<file path="config.mk">
export PLATFORM = sky130hd
export DESIGN_NAME = rto_core_dispatch
export DESIGN_NICKNAME = d
export VERILOG_FILES = /design/src/rtl/rto_pkg.sv /design/src/rtl/rto_sync_fifo.sv /design/src/rtl/rto_core_dispatch.sv
export SDC_FILE = /design/constraint.sdc
export NUM_CORES = 2
export LEC_CHECK = 0
export ABC_CLOCK_PERIOD_IN_PS = 22400
export CAP_MARGIN = 20
export CELL_PAD_IN_SITES_DETAIL_PLACEMENT = 0
export CELL_PAD_IN_SITES_GLOBAL_PLACEMENT = 2
export CORE_AREA = 2 2 431 433
export CTS_CLUSTER_SIZE = 40
export DETAILED_ROUTE_END_ITERATION = 8
export DIE_AREA = 0 0 433 435
export MAX_ROUTING_LAYER = met4
export PLACE_DENSITY = 0.85
export SLEW_MARGIN = 20
export SYNTH_ARGS = -nofsm -noshare
export SYNTH_HDL_FRONTEND = slang
export SYNTH_SLANG_ARGS = --single-unit
</file>
<file path="constraint.sdc">
create_clock -name s_axi_aclk -period 22.4 [get_ports s_axi_aclk]
set_clock_uncertainty 0.15 [all_clocks]
set_input_delay 4.48 -clock s_axi_aclk [delete_from_list [all_inputs] [get_ports s_axi_aclk]]
set_output_delay 4.48 -clock s_axi_aclk [all_outputs]
set_load 0.005 [all_outputs]
</file>
<file path="src/rtl/rto_pkg.sv">
// rto_pkg: FSM state codes and timed-entry field positions for the real-time output core
package rto_pkg;
    localparam logic [1:0] ST_IDLE  = 2'd0;
    localparam logic [1:0] ST_LOAD  = 2'd1;
    localparam logic [1:0] ST_WAIT  = 2'd2;
    localparam int TS_MSB   = 127;
    localparam int TS_LSB   = 64;
    localparam int DATA_MSB = 63;
    localparam int DATA_LSB = 0;
endpackage

</file>
<file path="src/rtl/rto_sync_fifo.sv">
// rto_sync_fifo: single-clock FIFO with registered read data and synchronous flush
module rto_sync_fifo #(
    parameter int WIDTH = 128,
    parameter int DEPTH = 16,
    parameter int AW    = 4
) (
    input  logic             s_axi_aclk,
    input  logic             s_axi_aresetn,
    input  logic             flush,
    input  logic             wr_en,
    input  logic             rd_en,
    input  logic [WIDTH-1:0] din,
    output logic [WIDTH-1:0] dout,
    output logic             full,
    output logic             empty
);
    logic [WIDTH-1:0] mem [DEPTH];
    logic [AW-1:0]    wr_ptr, rd_ptr;
    logic [AW:0]      count;
    logic             push, pop;
    assign full  = count == (AW+1)'(DEPTH);
    assign empty = count == '0;
    assign push  = wr_en && !full && !flush;
    assign pop   = rd_en && !empty && !flush;
    always_ff @(posedge s_axi_aclk) begin
        if (push) mem[wr_ptr] <= din;
    end
    always_ff @(posedge s_axi_aclk) begin
        if (!s_axi_aresetn) begin
            wr_ptr <= '0;
            rd_ptr <= '0;
            count  <= '0;
            dout   <= '0;
        end else if (flush) begin
            wr_ptr <= '0;
            rd_ptr <= '0;
            count  <= '0;
        end else begin
            if (push) wr_ptr <= wr_ptr + 1'b1;
            if (pop) begin
                rd_ptr <= rd_ptr + 1'b1;
                dout   <= mem[rd_ptr];
            end
            count <= count + (AW+1)'(push) - (AW+1)'(pop);
        end
    end
endmodule

</file>
<file path="src/rtl/rto_core_dispatch.sv">
// rto_core_dispatch: buffers timed entries and releases each payload when the free-running timer reaches its timestamp
module rto_core_dispatch
    import rto_pkg::*;
#(
    parameter int FIFO_DEPTH      = 16,
    parameter int FIFO_ADDR_WIDTH = 4,
    parameter int TS_WIDTH        = 64,
    parameter int DATA_WIDTH      = 64
) (
    input  logic                  s_axi_aclk,
    input  logic                  s_axi_aresetn,
    input  logic                  rto_core_reset,
    input  logic                  rto_core_flush,
    input  logic                  rto_core_write,
    input  logic [127:0]          rto_core_fifo_din,
    input  logic                  timer_enable,
    output logic                  rto_core_full,
    output logic                  rto_core_empty,
    output logic [DATA_WIDTH-1:0] rto_dout,
    output logic                  rto_dout_valid,
    output logic [TS_WIDTH-1:0]   rto_timer,
    output logic                  late_error,
    output logic                  overflow_error
);
    logic                  core_resetn;
    logic [1:0]            state;
    logic [TS_WIDTH-1:0]   ts_q;
    logic [DATA_WIDTH-1:0] data_q;
    logic [127:0]          fifo_dout;
    logic                  rd_en, release_now;
    assign core_resetn = s_axi_aresetn && !rto_core_reset;
    assign rd_en       = state == ST_IDLE && !rto_core_empty;
    assign release_now = state == ST_WAIT && rto_timer >= ts_q;
    rto_sync_fifo #(
        .WIDTH(128),
        .DEPTH(FIFO_DEPTH),
        .AW(FIFO_ADDR_WIDTH)
    ) u_fifo (
        .s_axi_aclk   (s_axi_aclk),
        .s_axi_aresetn(core_resetn),
        .flush        (rto_core_flush),
        .wr_en        (rto_core_write),
        .rd_en        (rd_en),
        .din          (rto_core_fifo_din),
        .dout         (fifo_dout),
        .full         (rto_core_full),
        .empty        (rto_core_empty)
    );
    always_ff @(posedge s_axi_aclk) begin
        if (!core_resetn) begin
            state          <= ST_IDLE;
            rto_timer      <= '0;
            ts_q           <= '0;
            data_q         <= '0;
            rto_dout       <= '0;
            rto_dout_valid <= 1'b0;
            late_error     <= 1'b0;
            overflow_error <= 1'b0;
        end else begin
            rto_timer      <= rto_timer + TS_WIDTH'(timer_enable);
            rto_dout_valid <= release_now && !rto_core_flush;
            overflow_error <= overflow_error || (rto_core_write && rto_core_full && !rto_core_flush);
            state          <= rto_core_flush     ? ST_IDLE :
                              rd_en              ? ST_LOAD :
                              state == ST_LOAD   ? ST_WAIT :
                              release_now        ? ST_IDLE : state;
            if (state == ST_LOAD) begin
                ts_q   <= fifo_dout[TS_MSB:TS_LSB];
                data_q <= fifo_dout[DATA_MSB:DATA_LSB];
            end
            // a flush in the release cycle suppresses the payload and the late check
            if (release_now && !rto_core_flush) begin
                rto_dout   <= data_q;
                late_error <= late_error || rto_timer > ts_q;
            end
        end
    end
endmodule

</file>
* Yosys cells after proc, flatten, opt, wreduce, memory -nomap -nowiden *
Memories as Yosys holds them, arrays and structs flattened. A register that Yosys moved wholly into a read port is not among the register bits.
Index checks and enable logic that the tools add are counted.

word-level totals
  output and inout bits = 133
  latch bits = 0
  memory bits (writable) = 2048
  memory bits (read-only) = 0
  memories = 1
  word-level logic and storage cells = 54
  bits of input ports = 134
  register bits = 274

operators by class
  bitwise logic cells = 2
  shift operators = 0
  muxes and demuxes = 5
  eq/ne operators = 3
  add/subtract/negate cells = 5
  reductions and logical operators = 24
  divide/modulo/power cells = 0
  multiply operators = 0
  order comparisons = 2

memories
  memory      depth  bits a word  read ports  clocked after Yosys merged registers in  write ports  RTL line             RTL
  u_fifo.mem  16     128          1           1                                        1            rto_sync_fifo.sv:17  logic [WIDTH-1:0] mem [DEPTH];

operator list
  cell                   number
  $add A64 B1 Y64        1
  $ge A64 B64 Y1         1
  $gt A64 B64 Y1         1
  $logic_and A1 B1 Y1    10
  $add A4 B1 Y4 const B  2
  $add A5 B1 Y5          1
  $eq A5 B5 Y1 const B   1
  $logic_not A1 Y1       5
  $logic_not A5 Y1       1
  $sub A5 B1 Y5          1
  $mux W2                2
  $mux W1                3
  $reduce_bool A3 Y1     1
  $reduce_or A3 Y1       1
  $eq A2 B1 Y1 const B   1
  $eq A2 B2 Y1 const B   1
  $logic_not A2 Y1       1
  $logic_or A1 B1 Y1     2
  $not A1 Y1             2
  $reduce_and A2 Y1      1
  $reduce_bool A2 Y1     1
  $reduce_or A2 Y1       1

* Longest topological paths before layout *
  depth after elaboration = 6
  mapped depth = 17
  mapped depth without buffers = 16

* Hierarchy *
A second synthesis with hierarchy kept.

unflattened totals
  cells, all modules = 4981
  area total of the unflattened synthesis = 93648.6 sq um

by module, submodules not included
  module             sequential area each (sq um)  cells each  instances  area each (sq um)
  rto_sync_fifo      64321.7                       3579        1          82075.0
  rto_core_dispatch  5225.0                        1402        1          11573.6

* Least setup slack after synthesis *
Ideal clock, no wire load.

  path kind = input-to-reg
  start = input port rto_core_flush
  end = memory u_fifo.mem[3][0], enable pin
  stages = 3
  slack = 7413 ps
  library setup time = 771 ps
  buffers on the path = 0
  required time = 21479 ps
  arrival = 14066 ps
  cell sequence = nor3b_1 nand2_1 nor3_1

between the ends
  word-level cells in the longest chain between the ends = 4

RTL lines
  item                           RTL line                 RTL
  start: declaration             rto_core_dispatch.sv:13  input logic rto_core_flush,
  $logic_not A1 Y1               rto_sync_fifo.sv:23      assign push = wr_en && !full && !flush;
  $logic_and A1 B1 Y1            rto_sync_fifo.sv:23
  $mux W1                        rto_sync_fifo.sv:26      if (push) mem[wr_ptr] <= din;
  $mux W1 (implied by the code)  rto_sync_fifo.sv:26
  end: declaration               rto_sync_fifo.sv:17

No other way between the ends.

* Final worst setup path *
  start = input port rto_core_flush
  end = memory u_fifo.mem[12][29], enable pin

between the ends
  word-level cells in the longest chain between the ends = 4

RTL lines
  item                           RTL line             RTL
  $logic_not A1 Y1               rto_sync_fifo.sv:23
  $logic_and A1 B1 Y1            rto_sync_fifo.sv:23
  named net u_fifo.push          rto_sync_fifo.sv:20  logic push, pop;
  $mux W1                        rto_sync_fifo.sv:26
  $mux W1 (implied by the code)  rto_sync_fifo.sv:26

The timed path passes the listed nets, and every way through them passes these cells.

==> flow_summary.json <==
{
  "status": "completed",
  "grt_max_degree": 167,
  "period_share": 0.379,
  "clock.fmax_ghz": 0.118,
  "cts_inserted_buffers": 235,
  "max-slew-margin-rel": 0.252,
  "post_cts_buffers": 0,
  "synth_ff_type": "edfxtp_1",
  "grt-ovfl-total": 0,
  "worstPathRequired_ns": 22.70,
  "hold_viol": 0,
  "p_leak_nw": 32.1,
  "worst_slew_pin_slew_ns": 1.12,
  "stdcell_count": 7921,
  "r2r_cells": 8,
  "nets": 5429,
  "muxShareOfSynthArea": 0.162,
  "drt_wl_total_um": 219000,
  "die_h_um": 435,
  "ys_top_cells_by_area": "edfxtp_1 (66%), mux4_2 (15%), dfxtp_1 (8.7%), nand2_1 (2.8%), a21oi_1 (1.6%)",
  "drc": 0,
  "crit_path_max_fanout": 53,
  "synth_xor_area_frac": 0.00565,
  "die_area_um2": 188000,
  "via_per_inst": 5.89,
  "placed_cells": 7457,
  "cts_max_path_buffers": 3,
  "syn_area_per_cell_um2": 19.0,
  "final-setup-viol-count": 0,
  "seq_power_share": 0.542,
  "clkPwrFrac": 0.436,
  "startpoint_type": "primary input",
  "place_congestion": 0.795,
  "hold_path_depth": 2,
  "syn_nets": 5104,
  "synth_edf_count": 2048,
  "yosys.area_share.simple": 0.0407,
  "dr_total_vias": 46636,
  "row_count": 158,
  "grt_pass1_vias": 46965,
  "power_frac_comb": 0.022,
  "clk_latency_ns": 0.88,
  "cts_repair_resize_count": 0,
  "reg2reg_slack_ns": 17.17,
  "grtUsageTotal": 0.241,
  "cts_root_buffer": "clkbuf_16",
  "vdd_drop_max_uv": 118,
  "cts_hold_buf": 0,
  "p_int_mw": 7.30,
  "yosys_warnings": 0,
  "cts_tree": "built",
  "min-delay-start": "data_q[1]$_SDFFE_PN0P_",
  "cts_num_sinks": 2450,
  "ys_ff_latch": 2450,
  "hpwl_um": 123000,
  "yosysTopAreaCell": "edfxtp_1",
  "dr.pass1.iters": 6,
  "min_to": "rto_dout[1]$_SDFFE_PN0P_",
  "start_util": 0.505,
  "worstPathArrival_ns": 8.78,
  "powerDensity_nw_per_um2": 85.7,
  "slew_viol_final": 0,
  "wl_per_cell_um": 27.6,
  "fin_setup_tns_ns": 0,
  "async_reset_ff_frac": 0,
  "synth-seq-area-share": 0.748,
  "clkTransAtPathRegs_ns": 0.06,
  "port_buffers": 266,
  "ioPinCount": 267,
  "grt_first_pass_wirelength_um": 323000,
  "synth_top_family_by_area": "multiplexers",
  "ant_nets": 0,
  "end_kind": "flip-flop",
  "rsz0062_at_grt": "false",
  "p_switching_mw": 1.84,
  "htreeDepth": 4,
  "drive_above_1_share": 0.204,
  "synthesis.area_um2": 93000,
  "layout_min_cycle_time_ns": 8.48,
  "antenna_found_initial": 43,
  "die_w_um": 433,
  "synth_compound_gate_area_share": 0.0189,
  "yosys.cell_types.count": 47,
  "synth_top_area_frac": 0.661,
  "drt_iter0_drc": 4893,
  "synthToLayoutAreaGrowth_pct": 14.6,
  "swShare": 0.201,
  "crit_type": "primary input to flip-flop",
  "critPathLaunch": "rto_core_flush",
  "hold_path_class": "flip-flop to flip-flop",
  "cap_violations": 0,
  "r2r-start": "u_fifo.count[2]$_SDFF_PP0_",
  "core_area_um2": 184000,
  "timing.rr.end": "u_fifo.mem[12][29]$_DFFE_PP_",
  "synthAdderAreaFrac": 0.0106,
  "synthCells": 4892
}
-- metal layers --
layer / global-route usage / up-vias / part of all wire
li1: - / 20026 / -
met3: 0.0370 / 342 / 0.061
met5: - / - / 0
met2: 0.388 / 1671 / 0.50
met4: 0.0636 / 0 / 0.025
met1: 0.325 / 24597 / 0.41
-- cell usage after synthesis, drive strengths merged (7+ instances only) --
| cell | instances |
|---|---|
| edfxtp | 2048 |
| nand2 | 685 |
| mux4 | 640 |
| dfxtp | 402 |
| a21oi | 297 |
| clkbuf | 217 |
| nor2 | 84 |
| inv | 80 |
| ha | 77 |
| mux2i | 66 |
| buf | 47 |
| xor2 | 46 |
| nand3 | 34 |
| nand4 | 34 |
| o21ai | 20 |
| xnor2 | 14 |
| and4 | 12 |
| or3 | 12 |
| nor3 | 11 |
| and2 | 9 |
| and3 | 9 |
| nand2b | 7 |
-- registers in the layout, summed over array words and instances, names as in the netlist --
register and flops:
rto_dout 64, data_q 64, u_fifo.mem 2048, state 2, rto_timer 64, ts_q 64
u_fifo.count 5, u_fifo.dout 128, u_fifo.wr_ptr 4, u_fifo.rd_ptr 4, late_error 1, rto_dout_valid 1
overflow_error 1
-- placed cells by master, fill, tap and decap left out, types with 51 or more instances in the layout --
cell and count:
a21oi_1 297, buf_4 73, clkbuf_1 51, clkbuf_16 236, clkdlybuf4s50_1 266, dfxtp_1 398
edfxtp_1 2048, ha_1 77, inv_1 80, mux2i_1 66, mux4_2 640, nand2_1 684
nor2_1 72
-- final cells by class --
cell class / count / area, µm²
timing repair buffer: 352 / 3470
inverter: 81 / 309
fill: 13491 / 77400
sequential: 2450 / 69600
clock inverter: 142 / 1540
tap: 2480 / 3100
clock buffer: 301 / 6290
antenna: 18 / 45.0
multi-input combinational: 2097 / 22300
-- cells by family (layout without fill, tap and decap cells) --
group	after synthesis	in the layout
other	0	18
adders and majority gates	78	78
muxes	706	706
buffers and inverters	345	876
xor gates and xnor gates	60	60
AOI/OAI and AO/OA	339	339
and+or+nand+nor	914	914
DFF	2450	2450
-- critical path: stages --
cell and delay [ns]:
clkdlybuf4s50_1 0.55, nor3b_2 0.60, nand2_1 0.37, nor2_4 0.87, buf_4 0.94, buf_4 0.88
-- how the worst max path moves through the flow --
| stage | end | slack (ns) | cells after the start |
|---|---|---|---|
| after CTS | u_fifo.mem[15][29]$_DFFE_PP_ | 13.43 | 6 |
| after detailed placement | u_fifo.mem[12][54]$_DFFE_PP_ | 12.50 | 6 |
| after global routing | u_fifo.mem[12][27]$_DFFE_PP_ | 13.73 | 6 |
| after global placement | u_fifo.mem[15][71]$_DFFE_PP_ | 12.59 | 6 |
| after floorplan | u_fifo.mem[3][0]$_DFFE_PP_ | 7.41 | 3 |
| final | u_fifo.mem[12][29]$_DFFE_PP_ | 13.92 | 6 |
-- metrics by stage --
stage,power (mW),setup slack (ns),util,hold slack (ns),cell area [µm²]
final,9.14,13.92,0.579,0.264,107000
after global routing,9.38,13.73,0.579,0.287,107000
after detailed placement,5.25,12.50,0.536,0.295,98700
after floorplan,5.14,7.41,-,0.282,93000
after global placement,5.24,12.59,0.536,0.287,98600
after CTS,9.20,13.43,0.579,0.262,106000
-- power by group through the flow --
stage | Clock, mW | Combinational, mW | Sequential, mW
6_report | 3.98 | 0.197 | 4.95
4_1_cts | 4.05 | 0.200 | 4.95
5_1_grt | 4.22 | 0.212 | 4.95
3_5_place_dp | 0 | 0.199 | 5.05
2_1_floorplan | 0 | 0.0844 | 5.05
3_3_place_gp | 0 | 0.194 | 5.05
Power figures use the tool's default switching activity.
